===== config.mk =====
export PLATFORM = sky130hd
export DESIGN_NAME = mips_shift_unit_arbiter
export DESIGN_NICKNAME = d
export VERILOG_FILES = /design/src/rtl/mips_shift_unit_arbiter.sv
export SDC_FILE = /design/constraint.sdc
export NUM_CORES = 1
export LEC_CHECK = 0
export ABC_AREA = 1
export CORE_ASPECT_RATIO = 1.5
export CORE_MARGIN = 2
export CORE_UTILIZATION = 41
export DETAILED_ROUTE_END_ITERATION = 8
export PLACE_DENSITY = 0.69
export SKIP_LAST_GASP = 1
export SLEW_MARGIN = 0
export SYNTH_ARGS = -nofsm -noshare
export SYNTH_HDL_FRONTEND = slang
export SYNTH_SLANG_ARGS = --single-unit

===== constraint.sdc =====
create_clock -name Clk -period 6.25 [get_ports Clk]
set_input_delay 1.875 -clock Clk [delete_from_list [all_inputs] [get_ports Clk]]
set_output_delay 1.875 -clock Clk [all_outputs]
set_load 0.02 [all_outputs]

===== src/rtl/mips_shift_unit_arbiter.sv =====
// Purpose: round-robin front-end sharing one 32-bit MIPS shifter (SLL/SRL/SRA/ROTR) between requesters A and B.
// Latency: a request accepted at edge N shows resp_valid and its result in cycle N+1; one result per cycle sustained.
// Backpressure: while the owner holds resp_ready low, both req_ready stay low and the held result is frozen.
module mips_shift_unit_arbiter #(
   parameter bit FIRST_GRANT = 1'b0
) (
   input  logic        Clk,
   input  logic        Rst,
   input  logic        A_req_valid,
   output logic        A_req_ready,
   input  logic [31:0] A_data_in,
   input  logic [4:0]  A_amount,
   input  logic [1:0]  A_type,
   output logic        A_resp_valid,
   input  logic        A_resp_ready,
   output logic [31:0] A_result,
   input  logic        B_req_valid,
   output logic        B_req_ready,
   input  logic [31:0] B_data_in,
   input  logic [4:0]  B_amount,
   input  logic [1:0]  B_type,
   output logic        B_resp_valid,
   input  logic        B_resp_ready,
   output logic [31:0] B_result,
   output logic        Busy
);

   typedef enum logic {
      IDLE = 1'b0,
      RESP = 1'b1
   } state_t;

   localparam logic [1:0] SH_SLL  = 2'd0;
   localparam logic [1:0] SH_SRL  = 2'd1;
   localparam logic [1:0] SH_SRA  = 2'd2;
   localparam logic [1:0] SH_ROTR = 2'd3;

   state_t      state_q, state_d;
   logic        owner_q, owner_d;   // 0 = A, 1 = B
   logic        last_q, last_d;     // requester granted most recently
   logic [31:0] a_res_q, a_res_d;
   logic [31:0] b_res_q, b_res_d;

   logic        any_vld;
   logic        gnt;
   logic        hs;
   logic        free;
   logic        accept;
   logic [31:0] sh_dat;
   logic [4:0]  sh_amt;
   logic [1:0]  sh_typ;
   logic [31:0] sh_res;
   logic [63:0] rot_dbl;

   // Response valids depend only on registered state, so req_valid never reaches resp_valid.
   assign A_resp_valid = (state_q == RESP) && !owner_q;
   assign B_resp_valid = (state_q == RESP) &&  owner_q;

   // Owner handshake frees the slot in the same cycle so back-to-back results are possible.
   assign hs   = owner_q ? (B_resp_valid && B_resp_ready) : (A_resp_valid && A_resp_ready);
   assign free = (state_q == IDLE) || hs;

   // Round-robin grant: a lone requester wins, contention goes to the one not served last.
   always_comb begin
      any_vld = A_req_valid || B_req_valid;
      if (A_req_valid && !B_req_valid) begin
         gnt = 1'b0;
      end else if (B_req_valid && !A_req_valid) begin
         gnt = 1'b1;
      end else begin
         gnt = ~last_q;
      end
   end

   assign accept = free && any_vld;

   // Steer the granted operands into the shared shifter and evaluate it.
   always_comb begin
      sh_dat  = gnt ? B_data_in : A_data_in;
      sh_amt  = gnt ? B_amount  : A_amount;
      sh_typ  = gnt ? B_type    : A_type;
      // Rotating a doubled word keeps amount 0 as a pass-through without special casing.
      rot_dbl = {sh_dat, sh_dat} >> sh_amt;
      case (sh_typ)
         SH_SLL:  sh_res = sh_dat << sh_amt;
         SH_SRL:  sh_res = sh_dat >> sh_amt;
         SH_SRA:  sh_res = $unsigned($signed(sh_dat) >>> sh_amt);
         SH_ROTR: sh_res = rot_dbl[31:0];
         default: sh_res = sh_dat;
      endcase
   end

   // State register: reset discards any held result and arms FIRST_GRANT for the first contention.
   always_ff @(posedge Clk or posedge Rst) begin
      if (Rst) begin
         state_q <= IDLE;
         owner_q <= 1'b0;
         last_q  <= ~FIRST_GRANT;
         a_res_q <= '0;
         b_res_q <= '0;
      end else begin
         state_q <= state_d;
         owner_q <= owner_d;
         last_q  <= last_d;
         a_res_q <= a_res_d;
         b_res_q <= b_res_d;
      end
   end

   // Next state: an accept always (re)fills the slot; a bare handshake empties it.
   always_comb begin
      state_d = state_q;
      owner_d = owner_q;
      last_d  = last_q;
      a_res_d = a_res_q;
      b_res_d = b_res_q;
      if (accept) begin
         state_d = RESP;
         owner_d = gnt;
         last_d  = gnt;
         if (gnt) begin
            b_res_d = sh_res;
         end else begin
            a_res_d = sh_res;
         end
      end else if (hs) begin
         state_d = IDLE;
      end
   end

   // Outputs: only the granted, valid requester sees ready; results come straight from registers.
   always_comb begin
      A_req_ready = free && A_req_valid && !gnt;
      B_req_ready = free && B_req_valid &&  gnt;
      A_result    = a_res_q;
      B_result    = b_res_q;
      Busy        = (state_q == RESP);
   end

endmodule


## Yosys cells after proc, flatten, opt, wreduce, memory -nomap -nowiden

Cells that the tools add are included.

| cells by class | value |
|---|---|
| eq/ne operators | 3 |
| shifts and indexed selects | 4 |
| mux-type cells | 9 |
| bitwise gates (word level) | 3 |
| reduce and logical (&&, ||, !) cells | 21 |

Operators by type and width:

| kind | number |
|---|---|
| case mux 32 bit (4 select lines) | 1 |
| right shift 64 x 5 -> 32 bit | 1 |
| two-way mux 32 bit | 1 |
| << shifter 32 x 5 -> 32 bit | 1 |
| right shift 32 x 5 -> 32 bit | 1 |
| >>> shifter 32 x 5 -> 32 bit | 1 |
| logical AND 1 bit | 11 |
| two-way mux 1 bit | 5 |
| two-way mux 5 bit | 1 |
| equality test 2 bit, second input constant | 2 |
| zero test 1 bit | 4 |
| AND reduction 2 bit | 2 |
| inverter 1 bit | 3 |
| equality test 2 x 1 -> 1 bit, second input constant | 1 |
| zero test 2 bit | 1 |
| logical OR 1 bit | 2 |
| two-way mux 2 bit | 1 |
| nonzero test 2 bit | 1 |

| storage, ports and cells | value |
|---|---|
| bits in registers | 67 |
| bits of input ports | 84 |
| output and inout port bits | 69 |
| logic and storage cells | 45 |

## Logic depth before layout (Yosys ltp)

Gate-level depths: netlist of the first run.

| depth | value |
|---|---|
| depth after elaboration | 7 |
| mapped depth | 21 |
| gate-level depth less buffers | 19 |

## Worst setup path before layout of the first run

OpenSTA, ideal clock, no wires.

| timing path | value |
|---|---|
| path type | input-to-output |
| start | input A_req_valid |
| end | output A_req_ready |
| data arrival time | 3.127 ns |
| required time | 4.375 ns |
| setup slack | 1.248 ns |
| cell stages on the path | 7 |
| path buffers | 3 |
| path through | nand2_1 > nand2_4 > nand2_4 > buf_8 > buf_6 > nor2_1 > clkbuf_1 |

| on the way | value |
|---|---|
| word-level cells in the longest chain between the ends | 6 |
| elaborated cells between the ends (all ways) | 8 |
| classes of those cells | 2 x mux; 6 x reduce/logical |

Ends and longest elaborated chain:

| item | RTL line | RTL |
|---|---|---|
| start, declared | 9 | `input logic A_req_valid,` |
| zero test 1 bit | 68 | `end else if (B_req_valid && !A_req_valid) begin` |
| logical AND 1 bit | 68 |  |
| two-way mux 1 bit | 68 |  |
| two-way mux 1 bit | 66 | `if (A_req_valid && !B_req_valid) begin` |
| zero test 1 bit | 133 | `A_req_ready = free && A_req_valid && !gnt;` |
| logical AND 1 bit (*) | 133 |  |
| end, declared | 10 | `output logic A_req_ready,` |

Every way passes the cells marked *; elsewhere a longest branch is shown, timed or not.

## Worst setup path after layout of the first run

| timing path | value |
|---|---|
| start | input A_req_valid |
| end | output B_req_ready |

| on the way | value |
|---|---|
| word-level cells in the longest chain between the ends | 5 |
| elaborated cells between the ends (all ways) | 6 |
| classes of those cells | 2 x mux; 4 x reduce/logical |

Ends and longest elaborated chain:

| item | RTL line | RTL |
|---|---|---|
| zero test 1 bit | 68 |  |
| logical AND 1 bit | 68 |  |
| two-way mux 1 bit | 68 |  |
| two-way mux 1 bit (*) | 66 |  |
| logical AND 1 bit (*) | 134 | `B_req_ready = free && B_req_valid && gnt;` |
| end, declared | 18 | `output logic B_req_ready,` |

Marks and branches as above.

==> flow_summary_export.csv, run 1 <==
group,metric,value,unit
grt,grt_pass1_vias,9124,
run,drv_cap,0,
min_path,hold_class,"flip-flop to flip-flop",
timing,whs,0.474,ns
die,rows,61,
grt,grt_use_total,32.6,%
place,dp_hpwl,25300,um
place,detailedPlace.worstSlack,0.832,ns
route,via_per_inst,5.50,
yosys,postSynthCellCount,1435,
power_and_ir_drop,switchingPower,2.68,mW
power_and_ir_drop,total_power,4.78,mW
clock_network,cts-root-buf,"clkbuf_16",
die,core_area,18500,um2
clock_network,clockBufferDepth,2,
yosys,synth_edf_count,0,
layout,finalNonFillerCells,1799,
place,placedInstanceArea,9360,um2
grt,grt_first_pass_wirelength,50300,um
layout,fin_area,9660,um2
yosys,synth_warnings,0,
die,die-width,116,um
timing,setup_tns,0,ns
route,wire_per_inst,17.9,um
power_and_ir_drop,sequentialPowerShare,15.5,%
yosys,syn_avg_cell_area,5.40,um2
setup_path,crit_arrival,3.52,ns
route,drt-initial-drc-count,1051,
die,initial_utilization,41.8,%
timing,rsz0062_at_grt,"no",
timing,finalCritPeriodShare,86.3,%
timing,slew_viol_final,0,
layout,final_layout_size_suffix_gt1_share,5.43,%
setup_path,crit_required,4.38,ns
die,die-area,20000,um2
clock_network,holdBufCountCts,0,
route,dr_total_vias,9893,
setup_path,end_kind,"output port",
place,gp_congestion,1.04,
layout,n_antenna_cell,0,
timing,setup_viol,0,
timing,fin_crit,5.40,ns
setup_path,path_cells,"clkdlybuf4s50_1, nand2_1, nand2_4, nand2_4, inv_1, nor2_2, clkdlybuf4s50_1",
power_and_ir_drop,leakage,5.18,nW
layout,fin_util,52.1,%
setup_path,critPathTopFamily,"buffers and inverters",
yosys,yosys.cell_count.top_type,"nand2_1",
power_and_ir_drop,p_per_area,495,nW/um2
yosys,synth_area_leader_cell,"nand2_1",
die,ios,153,
clock_network,numCtsBuffers,9,
yosys,yosysTopAreaCellShare,33.3,%
clock_network,worst_skew_pair.late_latency,0.33,ns
yosys,ys_async_sr_fraction,100,%
place,dp.cells,1783,
setup_path,crit_type,"primary input to output port",
power_and_ir_drop,swShare,56.0,%
die,die_h,172,um
layout,regArea,1680,um2
setup_path,path_buf_inv,3,
route,drc,0,
setup_path,cp-start-kind,"primary input",
clock_network,cts_tree,"built",
timing,slew_headroom,28.9,%
grt,grt_max_degree,62,
setup_path,cpMaxStageDelayCell,"clkdlybuf4s50_1",
layout,n_fill_cell,1997,
setup_path,max_stage_delay,0.62,ns
route,drt-total-wl,32100,um
timing,finalClockSkew,0.00896,ns
clock_network,cts.sinks,67,
clock_network,post-cts-setup-buffer-count,0,
yosys,syn_area,7740,um2
yosys,ys_types,29,
setup_path,cp_max_fo,11,
yosys,yosys-top-cells-area,"nand2_1 (33%), nand3_1 (27%), dfrtp_1 (21%)",
timing,final_hold_viol_count,0,
layout,area_growth,24.7,%
clock_network,htreeDepth,3,
yosys,ys_ff_latch,67,
route,dr.pass1.iters,7,
timing,max_freq,185,MHz
layout,multi_input_area,5290,um2
power_and_ir_drop,ir_worst_vdd,0.187,mV
place,numPortBuffers,152,
yosys,synthFlopType,"dfrtp_1",
layout,final_net_count,1626,
power_and_ir_drop,power.share.clock,10.3,%
run_status,status,"completed",
timing,tightest_slew,1.06,ns
grt,overflow,0,
route,postRouteAntennaNets,0,
clock_network,clk_pin_slew,0.05,ns
power_and_ir_drop,internal_power,2.10,mW
power_and_ir_drop,pwr-share-comb,74.3,%
clock_network,cts_resized,0,
yosys,synth_nets,1519,
timing,fin_ws,0.854,ns
yosys,yosysSeqAreaShare,21.7,%
grt,antenna_found_initial,0,
yosys,yosys-top-cells-count,"nand2_1 (688), nand3_1 (413), inv_1 (77), dfrtp_1 (66), buf_2 (38)",
area by class of cell:
| class | instances | share of cell area [%] |
|---|---|---|
| Clock buffer | 15 | 2.98 |
| Clock inverter | 1 | 0.0777 |
| Inverter | 84 | 3.26 |
| Multi-Input combinational cell | 1197 | 54.8 |
| Sequential cell | 67 | 17.4 |
| Tap cell | 252 | 3.26 |
| Timing Repair Buffer | 183 | 18.3 |
power by group through the flow:
stage	combinational (mW)	sequential (mW)	clock (mW)
3_5_place_dp	3.49	0.746	0
6_report	3.55	0.740	0.491
3_3_place_gp	3.48	0.745	0
2_1_floorplan	2.08	0.959	0
5_1_grt	3.90	0.762	0.515
4_1_cts	3.51	0.742	0.494
cells by family (layout without fill, tap and decap cells):
family | after synthesis | count (layout) | synth area share, %
and+or+nand+nor | 1170 | 1170 | 65.6
DFF | 67 | 67 | 21.7
AOI/OAI and AO/OA | 27 | 27 | 2.47
buffers and inverters | 171 | 283 | 10.3
sequential cells by signal, indices dropped and copies added, names as in the netlist:
signal	count
B_result	32
A_result	32
owner_q	1
Busy	1
last_q	1
per-layer routing:
metal  global-route usage (%)  up-vias  routed length, um
li1                         -     4860                  -
met1                     39.2     4430              12500
met2                     55.3      502              15400
met3                     2.14      101               1810
met4                     21.3        0               2350
met5                        0        -                  0
cell usage in the layout, fill, tap and decap left out, types with 6 or more instances in the layout:
cell type	count
o21ai_0	8
clkdlybuf4s50_1	152
nand2_1	688
nand3b_1	18
nand3_1	413
clkbuf_16	9
nor2_1	20
inv_1	76
buf_4	30
nand4_1	7
nor2_2	6
nand2_2	9
inv_2	8
o21ai_1	6
dfrtp_1	66
worst register-to-register path, stage by stage, from the launching register on:
cell     delay (ns)
dfstp_2        0.53
inv_1          0.07
nand2_4        0.08
nand2_4        0.12
buf_4          0.30
o21ai_4        0.19
buf_4          0.58
nand2_1        0.41
nand2_1        0.27
nand2_1        0.10
nand2_1        0.09
nand2_1        0.05
nand2_1        0.07
nand4_1        0.19
nand2_1        0.11
nand2_1        0.05
worst paths after layout:
check,end,slack [ns],start,depth (start not counted)
max reg2reg,A_result[19],2.92,last_q,15
min,A_result[18],0.47,A_result[18],2
min in group asynchronous,A_result[13],1.93,Rst,2
min reg2reg,A_result[18],0.47,A_result[18],2
max,B_req_ready,0.85,A_req_valid,7
max in group asynchronous,A_result[16],3.39,Rst,3
Note: power is estimated with default switching activity, not from simulation.
==> run 2, diff against run 1 <==
--- a/config.mk
+++ b/config.mk
@@ -6,13 +6,14 @@
 export NUM_CORES = 1
 export LEC_CHECK = 0
 export ABC_AREA = 1
+export CAP_MARGIN = 40
 export CORE_ASPECT_RATIO = 1.5
 export CORE_MARGIN = 2
-export CORE_UTILIZATION = 41
+export CORE_UTILIZATION = 45
 export DETAILED_ROUTE_END_ITERATION = 8
-export PLACE_DENSITY = 0.69
+export PLACE_DENSITY = 0.74
 export SKIP_LAST_GASP = 1
-export SLEW_MARGIN = 0
+export SLEW_MARGIN = 20
 export SYNTH_ARGS = -nofsm -noshare
 export SYNTH_HDL_FRONTEND = slang
 export SYNTH_SLANG_ARGS = --single-unit
==> run 2 against run 1 <==
Against the previous run: sequential power about the same; global-route usage increased by 3.1 points; sequential share of layout area decreased by 0.069 points; cell count decreased by 2.2%; count of clock-buffer cells in the layout decreased by 6; wire length increased by 2.9%; clock skew decreased by 0.0033 ns; worst setup slack got worse by 0.030 ns; critical path type unchanged.
==> flow_summary_export.csv, run 2 (synthesis gave the netlist of run 1 again) <==
group,metric,value,unit
run,drv_cap,0,
route,postRouteAntennaNets,0,
clock_network,worst_skew_pair.late_latency,0.33,ns
timing,setup_viol,0,
route,dr_total_vias,10000,
layout,layout_common_cells,"nand2_1 (688), nand3_1 (413), clkdlybuf4s50_1 (152)",
timing,final_hold_viol_count,0,
grt,grt_max_degree,67,
route,dr.pass1.iters,6,
clock_network,cts_tree,"built",
grt,grt_use_total,35.7,%
setup_path,path_cells,"clkdlybuf4s50_1, nand2_1, nand2_4, nand2_4, inv_1, nor2_2, clkdlybuf4s50_1",
clock_network,cts-root-buf,"clkbuf_16",
die,die-area,18300,um2
timing,setup_tns,0,ns
route,drc,0,
timing,tightest_slew,0.811,ns
min_path,hold_class,"flip-flop to flip-flop",
timing,max_freq,184,MHz
power_and_ir_drop,p_per_area,504,nW/um2
setup_path,crit_type,"primary input to output port",
setup_path,max_stage_delay,0.62,ns
min_path,whs_path_depth,2,
clock_network,clockBufferDepth,2,
setup_path,crit_required,4.38,ns
clock_network,cts_resized,0,
timing,slew_viol_final,0,
die,initial_utilization,46.0,%
grt,antenna_found_initial,0,
timing,finalCritPeriodShare,86.8,%
die,die-width,111,um
die,ios,153,
die,core_area,16800,um2
grt,grt_pass1_vias,9213,
power_and_ir_drop,leakage,5.23,nW
clock_network,holdBufCountCts,0,
setup_path,cpMaxStageDelayCell,"clkdlybuf4s50_1",
place,gp_congestion,1.05,
timing,finalClockSkew,0.00562,ns
min_path,hold_end,"B_result[31]",
place,numPortBuffers,152,
setup_path,cp_max_fo,13,
layout,final_common_cell,"nand2_1",
route,wire_per_inst,18.8,um
die,rows,58,
layout,final_layout_size_suffix_gt1_share,5.74,%
layout,final_net_count,1629,
place,dp_hpwl,26200,um
setup_path,r2r_start,"last_q",
route,via_per_inst,5.69,
grt,grt_first_pass_wirelength,51200,um
setup_path,end_kind,"output port",
setup_path,crit_arrival,3.55,ns
layout,area_growth,25.2,%
die,die_h,165,um
layout,n_antenna_cell,0,
clock_network,post-cts-setup-buffer-count,0,
layout,n_fill_cell,1782,
setup_path,cp-start-kind,"primary input",
clock_network,numCtsBuffers,9,
grt,overflow,0,
clock_network,cts.sinks,67,
setup_path,critPathTopFamily,"buffers and inverters",
layout,fin_util,57.6,%
run_status,status,"completed",
clock_network,htreeDepth,3,
timing,fin_crit,5.43,ns
setup_path,path_buf_inv,3,
power_and_ir_drop,ir_worst_vdd,0.415,mV
min_path,hold_start,"B_result[31]",
setup_path,r2r_cells,16,
setup_path,r2r-end,"A_result[5]",
route,drt-total-wl,33000,um
clock_network,clk_pin_slew,0.06,ns
route,drt-initial-drc-count,1016,
timing,rsz0062_at_grt,"no",
setup_path,r2r_setup_slack,2.92,ns
timing,slew_headroom,45.7,%
run 2: cell types whose count changed in the layout (fill, tap and decap cells not counted), sizes merged:
cell / change
bufinv: +2
clkbuf: -6
inv: +1
buf: +3
clkinv: +3
run 2: worst register-to-register path, cell delays in order (launching register included):
cell and delay [ns]:
dfstp_2 0.54, nand2_1 0.09, nand2_4 0.08, buf_4 0.37
nand3_1 0.16, nand2_2 0.42, buf_12 0.24, nand2_1 0.13
nand3_1 0.11, nand3_1 0.22, nand3_1 0.28, nand2_1 0.11
nand2_1 0.07, nand3_1 0.06, nand3_1 0.20, nand2_1 0.10
nand2_1 0.09
run 2: how the worst max path moves through the flow:
stage | from | cells after the start | end
2_1_floorplan | A_req_valid | 7 | A_req_ready
3_3_place_gp | A_req_valid | 7 | B_req_ready
3_5_place_dp | A_req_valid | 7 | B_req_ready
4_1_cts | A_req_valid | 7 | B_req_ready
5_1_grt | A_req_valid | 7 | B_req_ready
6_report | A_req_valid | 7 | B_req_ready
run 2: power by group:
part	internal (mW)	switching (mW)	total, mW
logic	1.19	2.42	3.61
registers	0.633	0.110	0.743
clock network	0.348	0.188	0.536
total	2.17	2.72	4.89
run 2: final cells by class:
type | instances | area (um2) | area share, %
clock buffers | 9 | 225 | 2.32
clock inverters | 7 | 91.3 | 0.942
inverters | 84 | 315 | 3.25
multi-input cells | 1197 | 5290 | 54.5
flip-flops and latches | 67 | 1680 | 17.3
well taps | 210 | 263 | 2.71
repair buffers | 186 | 1840 | 18.9
run 2: through the flow:
stage,setup WS (ns),cells,power [mW],cell area [um2],hold slack [ns]
after floorplan,1.25,1435,3.04,7740,0.495
after global placement,0.874,1741,4.23,9320,0.461
after detailed placement,0.836,1743,4.27,9350,0.464
after CTS,0.834,1759,4.82,9670,0.479
after global routing,0.747,1760,5.24,9700,0.495
final,0.824,1760,4.89,9700,0.475
run 2: metal layers:
layer / wire [um] / track usage, % / up-vias
met4: 2170 / 20.7 / 0
li1: - / - / 4857
met3: 1970 / 2.64 / 83
met1: 12500 / 42.1 / 4585
met5: 0 / 0 / -
met2: 16400 / 64.0 / 494
==> run 3, diff against run 2 <==
--- a/config.mk
+++ b/config.mk
@@ -9,9 +9,9 @@
 export CAP_MARGIN = 40
 export CORE_ASPECT_RATIO = 1.5
 export CORE_MARGIN = 2
-export CORE_UTILIZATION = 45
+export CORE_UTILIZATION = 55
 export DETAILED_ROUTE_END_ITERATION = 8
-export PLACE_DENSITY = 0.74
+export PLACE_DENSITY = 0.87
 export SKIP_LAST_GASP = 1
 export SLEW_MARGIN = 20
 export SYNTH_ARGS = -nofsm -noshare
==> run 3 against run 2 <==
Against the previous run: maximum frequency increased by 0.37%; clock power is 10% lower; first-iteration DRC count is 9.4% lower; combinational power shrank 2%; via count is 1.9% higher; sequential power grew 1%; die area fell by 18%; power decreased by 2.2%; flip-flop and latch count is the same; highest routed layer unchanged.
==> flow_summary_export.csv, run 3 (synthesis gave the netlist of run 1 again) <==
group,metric,value,unit
route,postRouteAntennaNets,0,
setup_path,cp_max_fo,11,
timing,finalClockSkew,0.00591,ns
timing,setup_viol,0,
clock_network,cts_resized,0,
grt,overflow,0,
route,drc,0,
layout,fin_area,9540,um2
route,drt-total-wl,31300,um
layout,n_antenna_cell,0,
timing,final_hold_viol_count,0,
clock_network,post-cts-setup-buffer-count,0,
setup_path,crit_type,"primary input to output port",
die,core_area,13900,um2
die,ios,153,
die,die-area,15100,um2
setup_path,cpMaxStageDelayCell,"clkdlybuf4s50_1",
power_and_ir_drop,internal_power,2.08,mW
die,die-width,101,um
setup_path,cp-start-kind,"primary input",
grt,grt_first_pass_wirelength,48800,um
die,rows,53,
run,drv_cap,0,
timing,slew_headroom,44.6,%
power_and_ir_drop,switchingPower,2.70,mW
power_and_ir_drop,pwr-share-comb,74.2,%
grt,grt_use_total,41.6,%
power_and_ir_drop,p_per_area,501,nW/um2
route,via_per_inst,5.97,
layout,multi_input_area,5290,um2
setup_path,end_kind,"output port",
timing,setup_tns,0,ns
timing,tightest_slew,0.827,ns
layout,fin_util,68.8,%
power_and_ir_drop,ir_worst_vdd,0.235,mV
clock_network,cts-root-buf,"clkbuf_16",
grt,antenna_found_initial,0,
place,gp_congestion,1.09,
route,dr_total_vias,10200,
setup_path,crit_required,4.38,ns
power_and_ir_drop,sequentialPowerShare,15.7,%
setup_path,path_buf_inv,3,
run_status,status,"completed",
timing,rsz0062_at_grt,"no",
grt,grt_max_degree,62,
route,wire_per_inst,18.3,um
grt,grt_pass1_vias,9429,
clock_network,numCtsBuffers,9,
setup_path,critPathTopFamily,"buffers and inverters",
layout,finalNonFillerCells,1709,
setup_path,max_stage_delay,0.61,ns
power_and_ir_drop,swShare,56.4,%
place,placedInstanceArea,9250,um2
layout,regArea,1680,um2
min_path,hold_class,"flip-flop to flip-flop",
clock_network,holdBufCountCts,0,
route,drt-initial-drc-count,921,
place,dp.cells,1693,
layout,final_net_count,1623,
clock_network,htreeDepth,3,
setup_path,crit_arrival,3.53,ns
timing,fin_crit,5.41,ns
layout,layout_common_cells,"nand2_1 (688), nand3_1 (413), clkdlybuf4s50_1 (152)",
clock_network,clockBufferDepth,2,
clock_network,worst_skew_pair.late_latency,0.34,ns
layout,area_growth,23.1,%
setup_path,r2r_setup_slack,2.81,ns
place,dp_hpwl,24600,um
clock_network,cts.sinks,67,
clock_network,cts_tree,"built",
power_and_ir_drop,power.share.clock,10.1,%
route,dr.pass1.iters,8,
timing,slew_viol_final,0,
die,die_h,149,um
timing,finalCritPeriodShare,86.5,%
layout,final_common_cell,"nand2_1",
clock_network,clk_pin_slew,0.06,ns
timing,max_freq,185,MHz
layout,final_layout_size_suffix_gt1_share,5.38,%
die,initial_utilization,55.9,%
place,numPortBuffers,152,
layout,n_fill_cell,1286,
setup_path,path_cells,"clkdlybuf4s50_1, nand2_1, nand2_4, nand2_4, inv_1, nor2_2, clkdlybuf4s50_1",
power_and_ir_drop,leakage,5.16,nW
run 3: through the flow:
stage	power, mW	worst slack (ns)	hold slack (ns)
final	4.78	0.844	0.479
after global routing	5.11	0.741	0.500
after CTS	4.69	0.848	0.481
after detailed placement	4.19	0.849	0.465
after global placement	4.13	0.922	0.461
after floorplan	3.04	1.25	0.495
run 3: metal layers:
layer / global-route usage (%) / share of wire (%) / up-vias
met5: 0 / 0 / -
met2: 69.6 / 48 / 636
li1: - / - / 4856
met3: 5.11 / 7.7 / 138
met1: 48.0 / 36 / 4575
met4: 30.5 / 8.2 / 0
run 3: power groups by stage:
stage,clock [mW],combinational (mW),sequential (mW)
floorplan,0,2.08,0.959
global placement,0,3.39,0.739
detailed placement,0,3.44,0.749
CTS,0.480,3.46,0.749
global route,0.500,3.85,0.766
finish,0.482,3.55,0.751
run 3: final cells by class:
| class | count | area share [%] |
|---|---|---|
| clock inverters | 5 | 0.380 |
| multi-input cells | 1197 | 55.5 |
| clock buffers | 11 | 2.65 |
| well taps | 165 | 2.16 |
| repair buffers | 180 | 18.4 |
| flip-flops and latches | 67 | 17.6 |
| inverters | 84 | 3.31 |
run 3: path summary, 6_finish.rpt:
check,startpoint,end,depth (start not counted)
setup / recovery,A_req_valid,B_req_ready,7
hold / removal,B_result[17],B_result[17],2
setup reg to reg,last_q,A_result[27],16
hold reg to reg,B_result[17],B_result[17],2
max in group asynchronous,Rst,B_result[16],3
min in group asynchronous,Rst,A_result[25],2
run 3: worst min-delay path, stage by stage, from the launching register on:
cell     delay [ns]
dfrtp_1        0.34
nand2_1        0.05
nand2_1        0.05
==> edit, RTL diff (config.mk and constraints of run 3) <==
Change the parameter `FIRST_GRANT` from 1'b0 to 1'b1.
--- a/src/rtl/mips_shift_unit_arbiter.sv
+++ b/src/rtl/mips_shift_unit_arbiter.sv
@@ -2,7 +2,7 @@
 // Latency: a request accepted at edge N shows resp_valid and its result in cycle N+1; one result per cycle sustained.
 // Backpressure: while the owner holds resp_ready low, both req_ready stay low and the held result is frozen.
 module mips_shift_unit_arbiter #(
-   parameter bit FIRST_GRANT = 1'b0
+   parameter bit FIRST_GRANT = 1'b1
 ) (
    input  logic        Clk,
    input  logic        Rst,
Formal check against the unedited RTL: not equivalent (a bounded check fails within 4 cycles, from zero or initial values and one cycle with Rst high).
==> edit against run 3 <==
  * Cell count down 3.6%
  * Non-clock buffer count down 6
  * Synthesized area down 3.4%
  * Worst setup slack worse by 0.10 ns
  * Final area down 2.4%
  * Global-route usage up 0.58 points
  * Clock skew up 0.0011 ns
  * Routed wire length up 0.12%
  * Total power down 5.3%
  * Sequential cell count down 1
  * Largest cell class unchanged
  * Largest power group unchanged
==> edit: results (changes against run 3) <==
The launch instance of the worst register-to-register path was last_q$_DFFE_PP0P_. For the max-slew headroom at the worst pin, the log shows 43.91% (-0.73 points). The internal power component was 1.999 mW (-4.0%). First-pass GRT wire length: 48,850 µm (+0.13%). The run finished with clean final reports. The run gives 1,461 (-3.8%) as the net count after synthesis. By count the netlist is led by 643 x nand2_1, 387 x nand3_1, 72 x inv_1, 66 x dfrtp_1, 37 x buf_2. For hold timing, the worst endpoint is B_result[29]$_DFFE_PP0P_. The wire length the detailed router placed on met1 was 11,010 µm (-1.6%); the complex-gate fraction of the synthesized area was 4.449% (+2.0 points). The number of optimization iterations in the first detailed-route pass is 6 (-2), and the reg2reg setup slack is 2.73 ns (-0.08 ns). The biggest fanout along the worst timing path came out at 2 (-9).

In the post-synthesis netlist, the biggest area contributors are nand2_1 32%, nand3_1 26%, dfrtp_1 22%. The data arrival at the endpoint of the critical path came out at 3.63 ns (+0.10 ns). The final estimated routing congestion in global placement is 1.024 (-6.4%), and the buffers plus inverters on the worst setup path is 5 (+2). The clock skew after layout came out at 0.007032 ns (+0.001119 ns). The run gives 9,262 (-1.8%) as the number of global-route vias before repair. The startpoint identified for the worst hold timing path is B_result[29]$_DFFE_PP0P_. The depth of the most critical reg-to-reg path works out to 20 (+4).

The share of cells above drive strength 1 is 4.441% (-0.93 points), and the pin count of the biggest net entering global routing is 67 (+8.1%). For the iteration-0 DRC count of the detailed router, the log shows 1,043 (+13%). The run gives 2977 µm (+23%) as the wire length on met3.
==> edit: layout make-up <==
type / instances / area (µm²)
clock buffers: 11 / 232.7
clock inverters: 4 / 53.80
fillers: 1215 / 4098
inverters: 80 / 302.8
multi-input cells: 1151 / 5122
flip-flops and latches: 66 / 1652
well taps: 162 / 202.7
repair buffers: 174 / 1739
==> edit: per-layer routing <==
metal  up-vias  track usage (%)
li1       4698                -
met2       766            72.94
met4         0            21.37
met5         -                0
met1      4522            51.18
met3       131            4.662
==> edit: worst max-delay path by stage <==
stage | from | endpoint | slack, ns | cells past startpoint
floorplan | A_resp_ready | A_req_ready | 1.47 | 8
global placement | A_resp_ready | A_req_ready | 0.81 | 9
detailed placement | A_resp_ready | A_req_ready | 0.80 | 9
CTS | A_resp_ready | A_req_ready | 0.77 | 9
global route | A_resp_ready | A_req_ready | 0.62 | 9
finish | A_resp_ready | A_req_ready | 0.74 | 9
==> edit: power groups by stage <==
| stage | clock (mW) | sequential (mW) | combinational (mW) |
|---|---|---|---|
| final | 0.504 | 0.743 | 3.28 |
| after global routing | 0.520 | 0.754 | 3.56 |
| after CTS | 0.491 | 0.733 | 3.17 |
| after detailed placement | 0 | 0.730 | 3.13 |
| after global placement | 0 | 0.719 | 3.08 |
| after floorplan | 0 | 0.942 | 1.88 |
==> edit: through the flow <==
step	area, µm²	instances
CTS	9258	1646
global route	9305	1648
detailed placement	8971	1631
floorplan	7481	1377
global placement	8956	1630
finish	9305	1648
==> edit: kinds of logic (layout without fill, tap and decap cells) <==
logic type	after synthesis	in the layout
buffers and inverters	160	269
AOI/OAI and AO/OA	53	53
DFF	66	66
and+or+nand+nor	1098	1098
==> edit: tightest hold or removal path, cell delays in order (launching register included) <==
cell and delay, ns:
dfrtp_1 0.34, nand2_1 0.05, nand2_1 0.05
